### config.mk
export PLATFORM = sky130hd
export DESIGN_NAME = data_memory_unit_flat
export DESIGN_NICKNAME = d
export VERILOG_FILES = /design/src/rtl/dmem_pkg.sv /design/src/rtl/dmem_if.sv /design/src/rtl/dmem_array.sv /design/src/rtl/data_memory_unit.sv /design/src/flat_wrapper.sv
export SDC_FILE = /design/constraint.sdc
export NUM_CORES = 2
export LEC_CHECK = 0
export CORE_MARGIN = 2
export CORE_UTILIZATION = 40
export DETAILED_ROUTE_END_ITERATION = 12
export PLACE_DENSITY = 0.6
export RECOVER_POWER = 25
export SLEW_MARGIN = 5
export SYNTH_ARGS = -nofsm -noshare
export SYNTH_HDL_FRONTEND = slang
export SYNTH_HIERARCHICAL = 1
export SYNTH_SLANG_ARGS = --single-unit
### constraint.sdc
create_clock -name Clk -period 18.12 [get_ports Clk]
set_input_delay 5.436 -clock Clk [delete_from_list [all_inputs] [get_ports Clk]]
set_output_delay 5.436 -clock Clk [all_outputs]
set_load 0.03 [all_outputs]
### src/rtl/dmem_pkg.sv
// Shared types and constants for the data memory unit.
package dmem_pkg;

  typedef enum logic [1:0] {
    IDLE,
    WAIT,
    RESP
  } state_t;

  localparam int CNT_W    = 4;
  localparam int WORD_OFF = 3;

endpackage

### src/rtl/dmem_if.sv
// Processor-side load/store bus of the data memory unit.
interface dmem_if;

  logic [63:0] Address;
  logic [63:0] WriteData;
  logic        MemoryRead;
  logic        MemoryWrite;
  logic [63:0] ReadData;
  logic        Busy;
  logic        Done;
  logic        Fault;

  modport master (
    output Address, WriteData, MemoryRead, MemoryWrite,
    input  ReadData, Busy, Done, Fault
  );

  modport slave (
    input  Address, WriteData, MemoryRead, MemoryWrite,
    output ReadData, Busy, Done, Fault
  );

endinterface

### src/rtl/dmem_array.sv
// DEPTH_WORDS x 64 storage: one write port, one synchronous read port.
// The read register holds its value until the next read and clears on reset; contents do not.
module dmem_array #(
  parameter int DEPTH_WORDS = 64,
  parameter int AW          = $clog2(DEPTH_WORDS)
) (
  input  logic          Clk,
  input  logic          ResetL,
  input  logic          we_i,
  input  logic [AW-1:0] waddr_i,
  input  logic [63:0]   wdata_i,
  input  logic          re_i,
  input  logic [AW-1:0] raddr_i,
  output logic [63:0]   rdata_o
);

  logic [63:0] mem_q [DEPTH_WORDS];
  logic [63:0] rdata_q;

  always_ff @(posedge Clk) begin
    if (we_i) mem_q[waddr_i] <= wdata_i;
  end

  always_ff @(posedge Clk) begin
    if (!ResetL)   rdata_q <= '0;
    else if (re_i) rdata_q <= mem_q[raddr_i];
  end

  assign rdata_o = rdata_q;

endmodule

### src/rtl/data_memory_unit.sv
// Multi-cycle data memory with fixed access latency, Busy/Done/Fault handshake.
// Optional DMEM_ALIGN_CHECK_EN: misaligned requests are rejected with Fault.
module data_memory_unit
  import dmem_pkg::*;
#(
  parameter int DEPTH_WORDS = 64,
  parameter int LATENCY     = 2
) (
  input logic  Clk,
  input logic  ResetL,
  dmem_if.slave bus
);

  localparam int AW = $clog2(DEPTH_WORDS);
  localparam logic [CNT_W-1:0] LAT_M1 = (LATENCY > 0) ? CNT_W'(LATENCY - 1) : '0;

  state_t             state_q;
  logic [CNT_W-1:0]   cnt_q;
  logic [AW-1:0]      idx_q;
  logic [63:0]        wdata_q;
  logic               is_wr_q;
  logic               busy_q, done_q, fault_q;

  logic req_one, req_both, misaligned, idle, accept, reject, enter_resp;
  logic acc_wr;
  logic [AW-1:0] acc_idx;
  logic [63:0]   acc_data;
  logic [63:0]   rdata;

  assign req_one  = bus.MemoryRead ^ bus.MemoryWrite;
  assign req_both = bus.MemoryRead & bus.MemoryWrite;
`ifdef DMEM_ALIGN_CHECK_EN
  assign misaligned = |bus.Address[WORD_OFF-1:0];
`else
  assign misaligned = 1'b0;
`endif
  assign idle   = (state_q == IDLE);
  assign accept = idle && req_one && !misaligned;
  assign reject = idle && (req_both || (req_one && misaligned));

  // With zero latency the array access happens on the capture edge itself,
  // so the live bus is used instead of the captured copies.
  assign enter_resp = (accept && (LATENCY == 0)) || (state_q == WAIT && cnt_q == '0);
  assign acc_wr     = idle ? bus.MemoryWrite : is_wr_q;
  assign acc_idx    = idle ? bus.Address[WORD_OFF +: AW] : idx_q;
  assign acc_data   = idle ? bus.WriteData : wdata_q;

  dmem_array #(
    .DEPTH_WORDS (DEPTH_WORDS),
    .AW          (AW)
  ) u_array (
    .Clk     (Clk),
    .ResetL  (ResetL),
    .we_i    (ResetL && enter_resp && acc_wr),
    .waddr_i (acc_idx),
    .wdata_i (acc_data),
    .re_i    (ResetL && enter_resp && !acc_wr),
    .raddr_i (acc_idx),
    .rdata_o (rdata)
  );

  always_ff @(posedge Clk) begin
    if (!ResetL) begin
      state_q <= IDLE;
      cnt_q   <= '0;
      idx_q   <= '0;
      wdata_q <= '0;
      is_wr_q <= 1'b0;
      busy_q  <= 1'b0;
      done_q  <= 1'b0;
      fault_q <= 1'b0;
    end else begin
      done_q  <= 1'b0;
      fault_q <= 1'b0;
      case (state_q)
        IDLE: begin
          if (accept) begin
            idx_q   <= acc_idx;
            wdata_q <= bus.WriteData;
            is_wr_q <= bus.MemoryWrite;
            busy_q  <= 1'b1;
            if (LATENCY > 0) begin
              state_q <= WAIT;
              cnt_q   <= LAT_M1;
            end else begin
              state_q <= RESP;
              done_q  <= 1'b1;
            end
          end else if (reject) begin
            fault_q <= 1'b1;
          end
        end
        WAIT: begin
          if (cnt_q == '0) begin
            state_q <= RESP;
            done_q  <= 1'b1;
          end else begin
            cnt_q <= cnt_q - 1'b1;
          end
        end
        RESP: begin
          state_q <= IDLE;
          busy_q  <= 1'b0;
        end
        default: state_q <= IDLE;
      endcase
    end
  end

  assign bus.ReadData = rdata;
  assign bus.Busy     = busy_q;
  assign bus.Done     = done_q;
  assign bus.Fault    = fault_q;

  logic unused_addr;
  assign unused_addr = ^{bus.Address[63:WORD_OFF+AW], bus.Address[WORD_OFF-1:0]};

endmodule

### src/flat_wrapper.sv
// flat-port wrapper written by rule: the top's interface ports become plain ports
module data_memory_unit_flat import dmem_pkg::*;
#(
  parameter int DEPTH_WORDS = 64,
  parameter int LATENCY     = 2
)
  (Clk, ResetL, bus_Address, bus_WriteData, bus_MemoryRead, bus_MemoryWrite, bus_ReadData, bus_Busy, bus_Done, bus_Fault);
  dmem_if bus_i ();
  input logic Clk;
  input logic ResetL;
  input wire logic [$bits(bus_i.Address)-1:0] bus_Address;
  input wire logic [$bits(bus_i.WriteData)-1:0] bus_WriteData;
  input wire logic [$bits(bus_i.MemoryRead)-1:0] bus_MemoryRead;
  input wire logic [$bits(bus_i.MemoryWrite)-1:0] bus_MemoryWrite;
  output wire logic [$bits(bus_i.ReadData)-1:0] bus_ReadData;
  output wire logic [$bits(bus_i.Busy)-1:0] bus_Busy;
  output wire logic [$bits(bus_i.Done)-1:0] bus_Done;
  output wire logic [$bits(bus_i.Fault)-1:0] bus_Fault;
  assign bus_i.Address = bus_Address;
  assign bus_i.WriteData = bus_WriteData;
  assign bus_i.MemoryRead = bus_MemoryRead;
  assign bus_i.MemoryWrite = bus_MemoryWrite;
  assign bus_ReadData = bus_i.ReadData;
  assign bus_Busy = bus_i.Busy;
  assign bus_Done = bus_i.Done;
  assign bus_Fault = bus_i.Fault;
  data_memory_unit #(.DEPTH_WORDS(DEPTH_WORDS), .LATENCY(LATENCY)) u_core (.Clk(Clk), .ResetL(ResetL), .bus(bus_i));
endmodule
==> summary.md <==
| Metric | Value |
|---|---|
| First-pass iteration count of the detailed router | 6 |
| CTS buffer count | 430 |
| Worst reg2reg path depth | 8 |
| Main flop type after synthesis | edfxtp_1 |
| Crit path DAT | about 11 ns |
| Max-cap violations | 34 |
| Routed WL | 483700 um |
| DR WL/cell | 34.78 um |
| HP Class | register to register |
| Routing usage on met1 | 31.00% |
| Worst skew pair latency | 1.00 ns |
| First-pass GRT wire length | between 600000 and 700000 um |
| Cells after Synth | between 7000 and 8000 |
| Yosys top cell area share | 75.50% |
| Worst Path Required | between 15 and 20 ns |
| Crit path kind | primary input to register |
| Clock-pin slew on the worst setup and hold paths | 0.05 ns |
| Register area | between 0.1 and 0.15 mm2 |
| Clock tree buffer depth | 4 |
| Hold EP | u_core/wdata_q[7]$_SDFFE_PN0P_ |
| Critical hold path startpoint | u_core/wdata_q[7]$_SDFFE_PN0P_ |
| Highest clock rate | 95.77 MHz |
| Post-synth EDFFs | approximately 4100 |
| Top Usage Layer GRT | met2 |
| Clock Tree Root | clkbuf_16 |
| Final setup vio count | 0 |
| Syn Area/Cell | 20.99 um2 |
| Worst Hold Depth | 1 |
| Status | complete, but fails checks |
| Initial antenna violation count | 17 |
| Multi-input logic area | roughly 0.035 mm2 |
| Grt met2 use | roughly 37% |
| GR Util All Layers | roughly 23% |
| Layout cells sized above 1 | between 20% and 30% |
| Final Cell Area | 0.1856 mm2 |
| DR vias | roughly 84000 |
| Hpwl dp | roughly 260000 um |
| Via density | roughly 6.1 |
| Starting Density | roughly two fifths |
| Post-Syn Area | approximately 0.16 mm2 |
| Post-CTS Setup Inserts | 0 |
| Die H | ~640 um |
| CTS sink count | about 4200 |
| CP top delay family | simple AND/OR/NAND/NOR gates |
| CP Capture Type | register |
| Failing checks | max-capacitance violations, max-slew violations |
| Total gr overflow | 0 |
| CTS tree | built |
| Slew @ Worst Pin | ~3.4 ns |
| Deepest level of the CTS H-tree | 5 |
| Synth unique cells | between 50 and 60 |
| Synthesis-stage register bit count | about 4200 |
| Pin count of the biggest net entering global routing | between 100 and 150 |
| WP buf/inv | 4 |
| Final ANT Viol Nets | 0 |
| Sum Neg Setup Slack | 0 ns |
| Synth async-reset ratio | 0% |
| Std cell rows | ~230 |
| Count leader, synth | edfxtp_1 |
| Fin Hold WS | 0.4682 ns |
| Pre-CTS setup slack | 6.939 ns |
| Number of port buffers | 140 |
| R2r startpoint | u_core/state_q[0]$_SDFFE_PN0P_ |
| GP Congestion | around 0.8 |
| Setup slack, reg-to-reg | around 11 ns |
| R2R Path End | u_core/u_array/mem_q[24][51]$_DFFE_PP_ |
| Filler instances | 33850 |
| Crit path launch type | primary input |
| RSZ-0062 raised after global routing | no |
| Power Density | around 130 mW/mm2 |
| Final slew viol count | between 2000 and 2500 |
| Yosys warning count | 6 |
| Post-Syn Nets | 7897 |
| CP max FO | 32 |
| Register area share after synthesis | between 70% and 80% |
| Clock Skew | ~0.079 ns |
| Max stage delay cell, worst path | nor2b_1 |
| Post-synth top cells | edfxtp_1 (4096), mux4_2 (698), mux2i_1 (598) |
| Remaining DRCs | 0 |
| Grt met3 use | about 3.3% |
| Area leader, netlist | edfxtp_1 |
| Crit path cell chain | dlygate4sd3_1 -> clkbuf_1 -> and3_1 -> nor2b_1 -> nor2b_1 -> nand3_1 -> nor2_4 -> buf_4 -> buf_4 |
| Syn-to-layout area delta | 13.91% |
| Fin crit period | 10.44 ns |
| Final hold violations | 0 |
| CTS hold repair buffers | 0 |
| Most area-consuming cells after synthesis | edfxtp_1 (76%), mux4_2 (9.6%), mux2i_1 (3.7%) |
| Die X | roughly 640 um |
| Final nets | approximately 8000 |
| Boundary Pins | around 200 |
| Area of the die | between 0.4 and 0.5 mm2 |
| Placed Area | about 0.17 mm2 |
| CP max stage delay | between 0.8 and 0.9 ns |
| Vias in the first global route | about 83000 |
| Worst setup margin | ~7.7 ns |
| Slew HR | -124.3% |
| Core area | just over 0.4 mm2 |
| Period utilization | approximately 58% |
| PostCTS Resize Cnt | 0 |
| VDD IR max | ~0.087 mV |
| Leakage | 0.05802 uW |
| Initial detailed-routing violation count | roughly 11000 |
[routing by layer]
| layer | share of wire, % | wire, um |
|---|---|---|
| met5 | 0 | 0 |
| met4 | 4.7 | 22520 |
| met3 | 8.2 | 39560 |
| met2 | 48 | 231600 |
| met1 | 39 | 190000 |
[sequential cells by signal, summed over array words and instances (netlist names)]
| signal | count |
|---|---|
| u_core/u_array/rdata_o | 64 |
| u_core/idx_q | 6 |
| u_core/bus.Busy | 1 |
| u_core/wdata_q | 64 |
| u_core/cnt_q | 4 |
| u_core/state_q | 2 |
| u_core/is_wr_q | 1 |
| u_core/u_array/mem_q | 4096 |
| u_core/bus.Done | 1 |
| u_core/bus.Fault | 1 |
[stage by stage]
stage,utilization [%],total power [uW],instances
finish,45.73,23380,13905
global route,45.72,24050,13898
CTS,45.74,23490,13897
detailed placement,42.23,14640,13104
global placement,42.23,14570,13104
floorplan,-,13570,7762
[cell families (layout without fill, tap and decap cells)]
group	after synthesis	after routing	share of synthesized area (%)
buffers and inverters	485	1192	1.500
DFF	4240	4240	77.27
adders and majority gates	3	3	0.02304
muxes	1535	1535	14.98
and+or+nand+nor	507	507	1.553
other	0	8	0
AOI/OAI and AO/OA	992	992	4.677
[how the worst max path moves through the flow]
stage	startpoint	endpoint	slack (ns)	cells past startpoint
floorplan	ResetL	u_core/u_array/mem_q[48][0]$_DFFE_PP_	6.85	5
detailed placement	bus_Address[5]	u_core/u_array/rdata_o[20]$_SDFFE_PN0P_	6.94	11
CTS	bus_Address[5]	u_core/u_array/rdata_o[20]$_SDFFE_PN0P_	7.96	11
global placement	bus_Address[5]	u_core/u_array/rdata_o[20]$_SDFFE_PN0P_	6.92	11
global route	bus_Address[5]	u_core/u_array/rdata_o[40]$_SDFFE_PN0P_	7.61	11
finish	ResetL	u_core/u_array/mem_q[14][62]$_DFFE_PP_	7.68	9
[layout make-up]
cell class                 count  share of cell area [%]
sequential                  4240                   67.84
multi-input combinational   3037                   19.00
clock buffer                 595                   6.428
tap                         5428                   3.660
timing repair buffer         392                   1.804
clock inverter               198                   1.245
inverter                       7                 0.01551
antenna                        8                 0.01079
[power by group]
part           switching [uW]  internal [uW]
clock                    3740           5190
sequential               33.0          11300
combinational            2060           1090
[cells in the final DEF (no fill, tap or decap), drive strengths merged, types with 41 or more instances in the layout]
cell type and instances:
edfxtp 4096, mux4 698, clkbuf 607, mux2i 598, buf 240, mux2 239, nand2 187, o221ai 150
a21oi 145, dfxtp 144, clkinv 133, clkdlybuf4s50 104, nor2 99, a22oi 88, a221oi 78, o21ai 76
a22o 73, nor3b 63, o22a 61, a2111oi 61, o22ai 57, a211oi 51, or2 45, a211o 42
a221o 42, bufinv 41
(Power assumes the default switching activity.)
